`src/rtl/adder_share_arbiter.sv`:
```
// adder_share_arbiter
// Two requesters share one 4-bit ripple-adder slice through a round-robin
// arbiter. A WIDTH-bit sum is built one nibble per cycle, least significant
// nibble first, with the inter-nibble carry held in a register. The result,
// carry-out and requester ID are returned over a valid/ready response channel.
module adder_share_arbiter #(
    parameter int WIDTH = 16
) (
    input  logic             clk,
    input  logic             rst_n,

    input  logic             req0_valid,
    output logic             req0_ready,
    input  logic [WIDTH-1:0] req0_a,
    input  logic [WIDTH-1:0] req0_b,
    input  logic             req0_cin,

    input  logic             req1_valid,
    output logic             req1_ready,
    input  logic [WIDTH-1:0] req1_a,
    input  logic [WIDTH-1:0] req1_b,
    input  logic             req1_cin,

    output logic             rsp_valid,
    input  logic             rsp_ready,
    output logic [WIDTH-1:0] rsp_sum,
    output logic             rsp_cout,
    output logic             rsp_id
);

    localparam int NCHUNK = WIDTH / 4;
    // Counter is at least one bit wide so WIDTH=4 still elaborates cleanly.
    localparam int CNT_W  = (NCHUNK > 1) ? $clog2(NCHUNK) : 1;

    typedef enum logic [1:0] {
        IDLE = 2'd0,
        RUN  = 2'd1,
        DONE = 2'd2
    } state_t;

    state_t           state;
    state_t           state_next;

    // Operation context captured at accept
    logic [WIDTH-1:0] a_q;
    logic [WIDTH-1:0] b_q;
    logic             id_q;
    logic             last_id;

    // Nibble sequencing
    logic [CNT_W-1:0] k;
    logic             carry;
    logic [WIDTH-1:0] sum_q;
    logic             last_chunk;

    // Arbitration
    logic             grant0;
    logic             grant1;
    logic             accept;
    logic             accept_id;

    // Shared slice
    logic [3:0]       nib_a;
    logic [3:0]       nib_b;
    logic [3:0]       slice_sum;
    logic             slice_cout;

    // Ripple chain of the single 4-bit slice: {carry-out, sum}.
    function automatic logic [4:0] slice_add(input logic [3:0] x,
                                             input logic [3:0] y,
                                             input logic       ci);
        logic [3:0] s;
        logic       c;
        c = ci;
        for (int i = 0; i < 4; i++) begin
            s[i] = x[i] ^ y[i] ^ c;
            c    = (x[i] & y[i]) | (c & (x[i] ^ y[i]));
        end
        return {c, s};
    endfunction

    // Round-robin grant: a lone valid requester always wins; on a tie the
    // requester that was not served last wins.
    always_comb begin
        grant0    = req0_valid && (!req1_valid || last_id);
        grant1    = req1_valid && (!req0_valid || !last_id);
        accept    = (state == IDLE) && (grant0 || grant1);
        accept_id = grant1;
    end

    assign last_chunk = (k == CNT_W'(NCHUNK - 1));

    // Select the nibble of each latched operand addressed by the chunk counter.
    always_comb begin
        nib_a = 4'h0;
        nib_b = 4'h0;
        for (int i = 0; i < NCHUNK; i++) begin
            if (k == CNT_W'(i)) begin
                nib_a = a_q[i*4 +: 4];
                nib_b = b_q[i*4 +: 4];
            end
        end
    end

    // The one adder slice in the design, fed by the carry register.
    always_comb begin
        {slice_cout, slice_sum} = slice_add(nib_a, nib_b, carry);
    end

    // State register.
    always_ff @(posedge clk or negedge rst_n) begin
        if (!rst_n) begin
            state <= IDLE;
        end else begin
            state <= state_next;
        end
    end

    // Next-state logic.
    always_comb begin
        state_next = state;
        case (state)
            IDLE: if (accept)                 state_next = RUN;
            RUN:  if (last_chunk)             state_next = DONE;
            DONE: if (rsp_valid && rsp_ready) state_next = IDLE;
            default:                          state_next = IDLE;
        endcase
    end

    // Handshake outputs decoded from the state.
    always_comb begin
        req0_ready = (state == IDLE) && grant0;
        req1_ready = (state == IDLE) && grant1;
        rsp_valid  = (state == DONE);
    end

    // Capture operands, ID and fairness pointer of the accepted requester;
    // inputs are ignored for the rest of the operation.
    always_ff @(posedge clk or negedge rst_n) begin
        if (!rst_n) begin
            a_q     <= '0;
            b_q     <= '0;
            id_q    <= 1'b0;
            last_id <= 1'b1;
        end else if (accept) begin
            a_q     <= accept_id ? req1_a : req0_a;
            b_q     <= accept_id ? req1_b : req0_b;
            id_q    <= accept_id;
            last_id <= accept_id;
        end
    end

    // Chunk counter restarts at accept and advances once per RUN cycle.
    always_ff @(posedge clk or negedge rst_n) begin
        if (!rst_n) begin
            k <= '0;
        end else if (accept) begin
            k <= '0;
        end else if (state == RUN) begin
            k <= k + 1'b1;
        end
    end

    // Carry register holds cin for chunk 0, then each slice carry-out; after
    // the last chunk it is the carry out of bit WIDTH-1.
    always_ff @(posedge clk or negedge rst_n) begin
        if (!rst_n) begin
            carry <= 1'b0;
        end else if (accept) begin
            carry <= accept_id ? req1_cin : req0_cin;
        end else if (state == RUN) begin
            carry <= slice_cout;
        end
    end

    // Write the slice result into the nibble addressed by the counter.
    always_ff @(posedge clk or negedge rst_n) begin
        if (!rst_n) begin
            sum_q <= '0;
        end else if (state == RUN) begin
            for (int i = 0; i < NCHUNK; i++) begin
                if (k == CNT_W'(i)) begin
                    sum_q[i*4 +: 4] <= slice_sum;
                end
            end
        end
    end

    // Response fields come straight from registers, so they hold steady
    // while the consumer stalls in DONE.
    assign rsp_sum  = sum_q;
    assign rsp_cout = carry;
    assign rsp_id   = id_q;

endmodule

```
`config.mk`:
```
export PLATFORM = sky130hd
export DESIGN_NAME = adder_share_arbiter
export DESIGN_NICKNAME = d
export VERILOG_FILES = /design/src/rtl/adder_share_arbiter.sv
export SDC_FILE = /design/constraint.sdc
export NUM_CORES = 1
export LEC_CHECK = 0
export CAP_MARGIN = 10
export CORE_MARGIN = 2
export CORE_UTILIZATION = 30
export DETAILED_ROUTE_END_ITERATION = 10
export PLACE_DENSITY = 0.66
export SYNTH_ARGS = -nofsm -noshare
export SYNTH_HDL_FRONTEND = slang
export SYNTH_SLANG_ARGS = --single-unit
```
`constraint.sdc`:
```
create_clock -name clk -period 6.15 [get_ports clk]
set_input_delay 0.615 -clock clk [delete_from_list [all_inputs] [get_ports clk]]
set_output_delay 0.615 -clock clk [all_outputs]
set_load 0.02 [all_outputs]
```
# After elaboration in Yosys (flattened, before gate mapping)
# Index checks and enable logic that the tools add are counted.
dict set report totals {
  ff_bits 55
  inputBits 71
  word_cells 79
}
dict set report op_classes {
  n_addsub 1
  n_eq_ne 8
  muxes 19
  bitwise 20
  reduce_logical 20
}
# cell count
set op_table {}
lappend op_table {{16-bit two-way mux} 2}
lappend op_table {{4-bit two-way mux} 8}
lappend op_table {{2-bit two-way mux} 5}
lappend op_table {{1-bit AND} 8}
lappend op_table {{2-bit AND reduction} 4}
lappend op_table {{1-bit bitwise XOR} 8}
lappend op_table {{2-bit equality test (second input constant)} 3}
lappend op_table {{1-bit logical AND} 6}
lappend op_table {{2-bit one-hot mux with 3 select lines} 1}
lappend op_table {{2-bit by 1-bit equality test with 1-bit output (second input constant)} 2}
lappend op_table {{2-bit logical NOT} 2}
lappend op_table {{2-bit inequality test (second input constant)} 2}
lappend op_table {{1-bit OR} 4}
lappend op_table {{1-bit logical NOT} 3}
lappend op_table {{1-bit logical OR} 3}
lappend op_table {{1-bit two-way mux} 3}
lappend op_table {{3-bit AND reduction} 1}
lappend op_table {{2-bit by 1-bit adder with 2-bit output (second input constant)} 1}
lappend op_table {{2-bit by 1-bit inequality test with 1-bit output (second input constant)} 1}
lappend op_table {{2-bit nonzero test} 1}

# Depth between registers and ports, before layout
dict set report depth {
  ltp_word 16
  mapped_depth 13
}

# Worst setup path before layout
# OpenSTA, ideal clock, no wires.
dict set report synth_path {
  kind {register -> register}
  from {reg k[0]}
  to {reg sum_q[11], in the netlist rsp_sum[11]}
  setup_ns 0.125
  arrival_ns 3.315
  required_time_ns 6.025
  setup_slack_ns 2.710
  stages_incl_launch_ff 12
  path_buffers 2
  synth_period_minus_slack_ns 3.440
  cell_sequence {dfrtp_1 > inv_1 > ha_1 > clkbuf_1 > clkbuf_1 > a21oi_1 > a22o_1 > fa_1 > fa_1 > fa_1 > fa_1 > mux2_2}
}
dict set report synth_between {
  elab_chain_len 13
  elab_cells_between_ends 27
  cone_classes {eq/ne (3); mux (8); bitwise (14); reduce/logical (2)}
}
# element line_no
set synth_rtl {}
lappend synth_rtl {{from (decl)} 51} ;# logic [CNT_W-1:0] k;
lappend synth_rtl {{from (signal assigned)} 160} ;# k <= k + 1'b1;
lappend synth_rtl {{2-bit logical NOT} 98} ;# if (k == CNT_W'(i)) begin
lappend synth_rtl {{4-bit two-way mux (4 in series)} 98}
lappend synth_rtl {{1-bit bitwise XOR} 77} ;# c = (x[i] & y[i]) | (c & (x[i] ^ y[i]));
lappend synth_rtl {{1-bit AND} 77}
lappend synth_rtl {{1-bit OR} 77}
lappend synth_rtl {{1-bit AND} 77}
lappend synth_rtl {{1-bit OR} 77}
lappend synth_rtl {{1-bit AND} 77}
lappend synth_rtl {{1-bit OR} 77}
lappend synth_rtl {{1-bit bitwise XOR (*)} 76} ;# s[i] = x[i] ^ y[i] ^ c;
lappend synth_rtl {{via slice_sum[3]} 65} ;# logic [3:0] slice_sum;
lappend synth_rtl {{to (signal, indexed assignment)} 183} ;# sum_q[i*4 +: 4] <= slice_sum;
lappend synth_rtl {{to (decl)} 53} ;# logic [WIDTH-1:0] sum_q;
# The timed path passes the listed nets; every way through them passes the cells marked *.
# A chain may end at the register's enable or synchronous reset.

# Worst setup path in the final report
dict set report layout_path {
  from {reg k[0]}
  to {reg sum_q[15], in the netlist rsp_sum[15]}
}
# The elaborated chain is that of the path after synthesis.

==> impl_metrics.tcl <==
set metrics [dict create \
    status "finished clean" \
    n_antenna_cell 0 \
    overflow 0 \
    grt_max_degree 56 \
    cts_setup_buffers 0 \
    cts_buffer_depth 2 \
    ioPinCount 92 \
    htree_levels 2 \
    final-setup-viol-count 0 \
    rows 36 \
    crit_top_cell "fa_1" \
    cts_resized 0 \
    yosysWarnings 0 \
    vias_per_cell 4.579 \
    min_path_type "input pin to async pin" \
    timing.rr.start "k[0]" \
    wl_um 6368 \
    fmax_mhz 279.8 \
    remaining_drc_errors 0 \
    initial_core_util_pct 30.95 \
    io_buffers 91 \
    clock_sinks 55 \
    grt_first_pass_wirelength_um 10230 \
    ys_seq_area_share_pct 45.53 \
    hold_viol_final 0 \
    root_buffer "clkbuf_8" \
    p_leak_uw 0.001787 \
    post-route-util_pct 42.51 \
    ctsHoldBuffers 0 \
    crit_type "flop to flop" \
    netlist_instances 235 \
    skew_ns 0.01059 \
    wl_per_cell_um 14.03 \
    period_needed_ns 3.574 \
    synth_seq_cells 55 \
    p_total_uw 2168 \
    core-area_um2 9774 \
    die_h_um 104.4 \
    final_antenna_net_count 0 \
    rsz0062_at_grt "false" \
    dpl_cell_area_um2 4019 \
    cp.required_ns 6.36 \
    nets 399 \
    clk_pin_slew_ns 0.10 \
    cts_tree "yes" \
    end_kind "flop" \
    critPathLaunch "k[0]" \
    grt.total_usage_pct 11.68 \
    timing.final.crit_share_pct 58.11 \
    dieArea_um2 10900 \
    slowest_delay_ns 0.54 \
    grt_pass1_vias 2121 \
    worstPathMaxFanout 17 \
    cp_slowest_cell "ha_1" \
    crit_chain "inv_1 > ha_1 > a21oi_1 > a22o_1 > fa_1 > fa_1 > fa_1 > fa_1 > mux2_2" \
    num_vias 2079 \
    drv_slew 0 \
    avgSynthCellArea_um2 12.87 \
    die_x_um 104.4 \
    powerDensity_nw_per_um2 521.8 \
    drtPass1Iterations 4 \
    numCtsBuffers 5 \
    max_cap_violations 0 \
    syn_nets 314 \
    relSlewSlack_pct 38.13 \
    drive_above_1_share_pct 25.23 \
    setup_tns_ns 0 \
    synth_area_um2 3025 \
    vdd_ir_drop_max_uv 215.8 \
    stdcell_area_um2 4155 \
    antenna_found_initial 0 \
    worstMarginPinSlew_ns 0.9280 \
    critPathArrivalTime_ns 3.78 \
    synth_cell_types 27 \
    gp_congestion 0.7920 \
    dp_hpwl_um 4927 \
    clock_latency_ns 0.31 \
    drt-initial-drc-count 110 \
    syn_to_final_growth_pct 37.35 \
    critPathLaunchType "flop" \
]
-- flip-flops by register name, summed over array words and instances, names as in the netlist --
register,cells
last_id,1
rsp_id,1
rsp_sum,16
rsp_cout,1
b_q,16
state,2
k,2
a_q,16
-- power breakdown --
group	leakage, µW	switching, µW	total, µW	internal (µW)
Clock	0.0000644	116	278	162
Sequential	0.000650	112	669	557
Combinational	0.00107	585	1220	636
-- cells by family (layout without fill, tap and decap cells) --
family | after synthesis | count (layout) | share of synthesized area, %
buffers and inverters | 28 | 114 | 4.756
muxes | 82 | 82 | 33.46
DFF | 55 | 55 | 45.53
and+or+nand+nor | 19 | 19 | 2.688
adders and majority gates | 8 | 8 | 4.301
AOI/OAI and AO/OA | 43 | 43 | 9.264
-- cell usage after synthesis --
cell | instances | area [µm²]
nor2b_1 | 1 | 6.260
o21a_1 | 1 | 7.510
a221o_1 | 1 | 10.01
a31oi_1 | 1 | 6.260
fa_1 | 4 | 80.08
buf_6 | 3 | 33.78
a22o_1 | 8 | 70.07
dfstp_2 | 1 | 26.28
o21ai_0 | 8 | 40.04
dfrtp_1 | 54 | 1351
ha_1 | 4 | 50.05
a21boi_4 | 1 | 18.77
o31ai_1 | 3 | 22.52
buf_4 | 4 | 30.03
buf_1 | 1 | 3.750
mux2_2 | 37 | 416.7
a21o_1 | 2 | 15.01
clkbuf_1 | 6 | 22.52
nor2_2 | 1 | 6.260
nor2_1 | 1 | 3.750
a21oi_1 | 18 | 90.09
mux2i_1 | 16 | 160.2
inv_1 | 13 | 48.80
nand2_1 | 14 | 52.55
mux2_4 | 29 | 435.4
buf_2 | 1 | 5.000
and2_1 | 2 | 12.51
-- through the flow --
stage	setup slack, ns	cells	hold slack, ns
finish	2.576	454	0.4154
global route	2.412	454	0.4736
CTS	2.617	454	0.4474
detailed placement	2.620	446	0.4851
global placement	2.784	446	0.4763
floorplan	2.710	235	0.3194
-- area by class of cell --
| type | instances | area, µm² |
|---|---|---|
| clock buffers | 5 | 68.82 |
| clock inverters | 3 | 67.56 |
| fillers | 960 | 5619 |
| inverters | 13 | 48.80 |
| multi-input cells | 152 | 1505 |
| flip-flops and latches | 55 | 1378 |
| well taps | 133 | 166.4 |
| repair buffers | 93 | 920.9 |
-- cell usage in the layout (no fill, tap or decap) --
master / n
nand2_1: 14
nor2_2: 1
bufinv_16: 2
buf_2: 1
a21oi_1: 18
a221o_1: 1
mux2_4: 29
a22o_1: 8
mux2i_1: 16
o21a_2: 1
and2_1: 2
nor2b_1: 1
clkbuf_8: 5
a31oi_1: 1
a21boi_4: 1
dfstp_2: 1
ha_1: 4
a21o_1: 2
mux2_2: 37
dfrtp_1: 54
fa_1: 4
o21ai_0: 8
nor2_1: 1
buf_4: 2
clkinvlp_4: 1
clkdlybuf4s50_1: 90
inv_1: 13
o31ai_1: 3
-- metal layers --
layer | up-vias | track usage [%] | routed length (µm)
met5 | - | 0 | 0
met4 | 0 | 2.799 | 72
met3 | 7 | 2.945 | 277
met2 | 60 | 20.68 | 3172
met1 | 1015 | 14.17 | 2847
li1 | 997 | - | -
-- critical path, delay by kind of cell, from the launching register on --
family                     cells  cell delay, ns
buffers and inverters          1            0.10
muxes                          1            0.30
AOI/OAI and AO/OA              2            0.37
adders and majority gates      5            2.26
DFF                            1            0.43
-- path summary, 6_finish.rpt --
check	end	slack, ns	depth (start not counted)
worst max-delay path	rsp_sum[15]	2.58	9
worst min-delay path	rsp_sum[9]	0.42	2
worst min register to register	rsp_id	0.51	1
max in group asynchronous	a_q[9]	5.27	2
min in group clk	rsp_id	0.51	1
worst max register to register	rsp_sum[15]	2.58	9
Note: power is estimated with default switching activity, not from simulation.
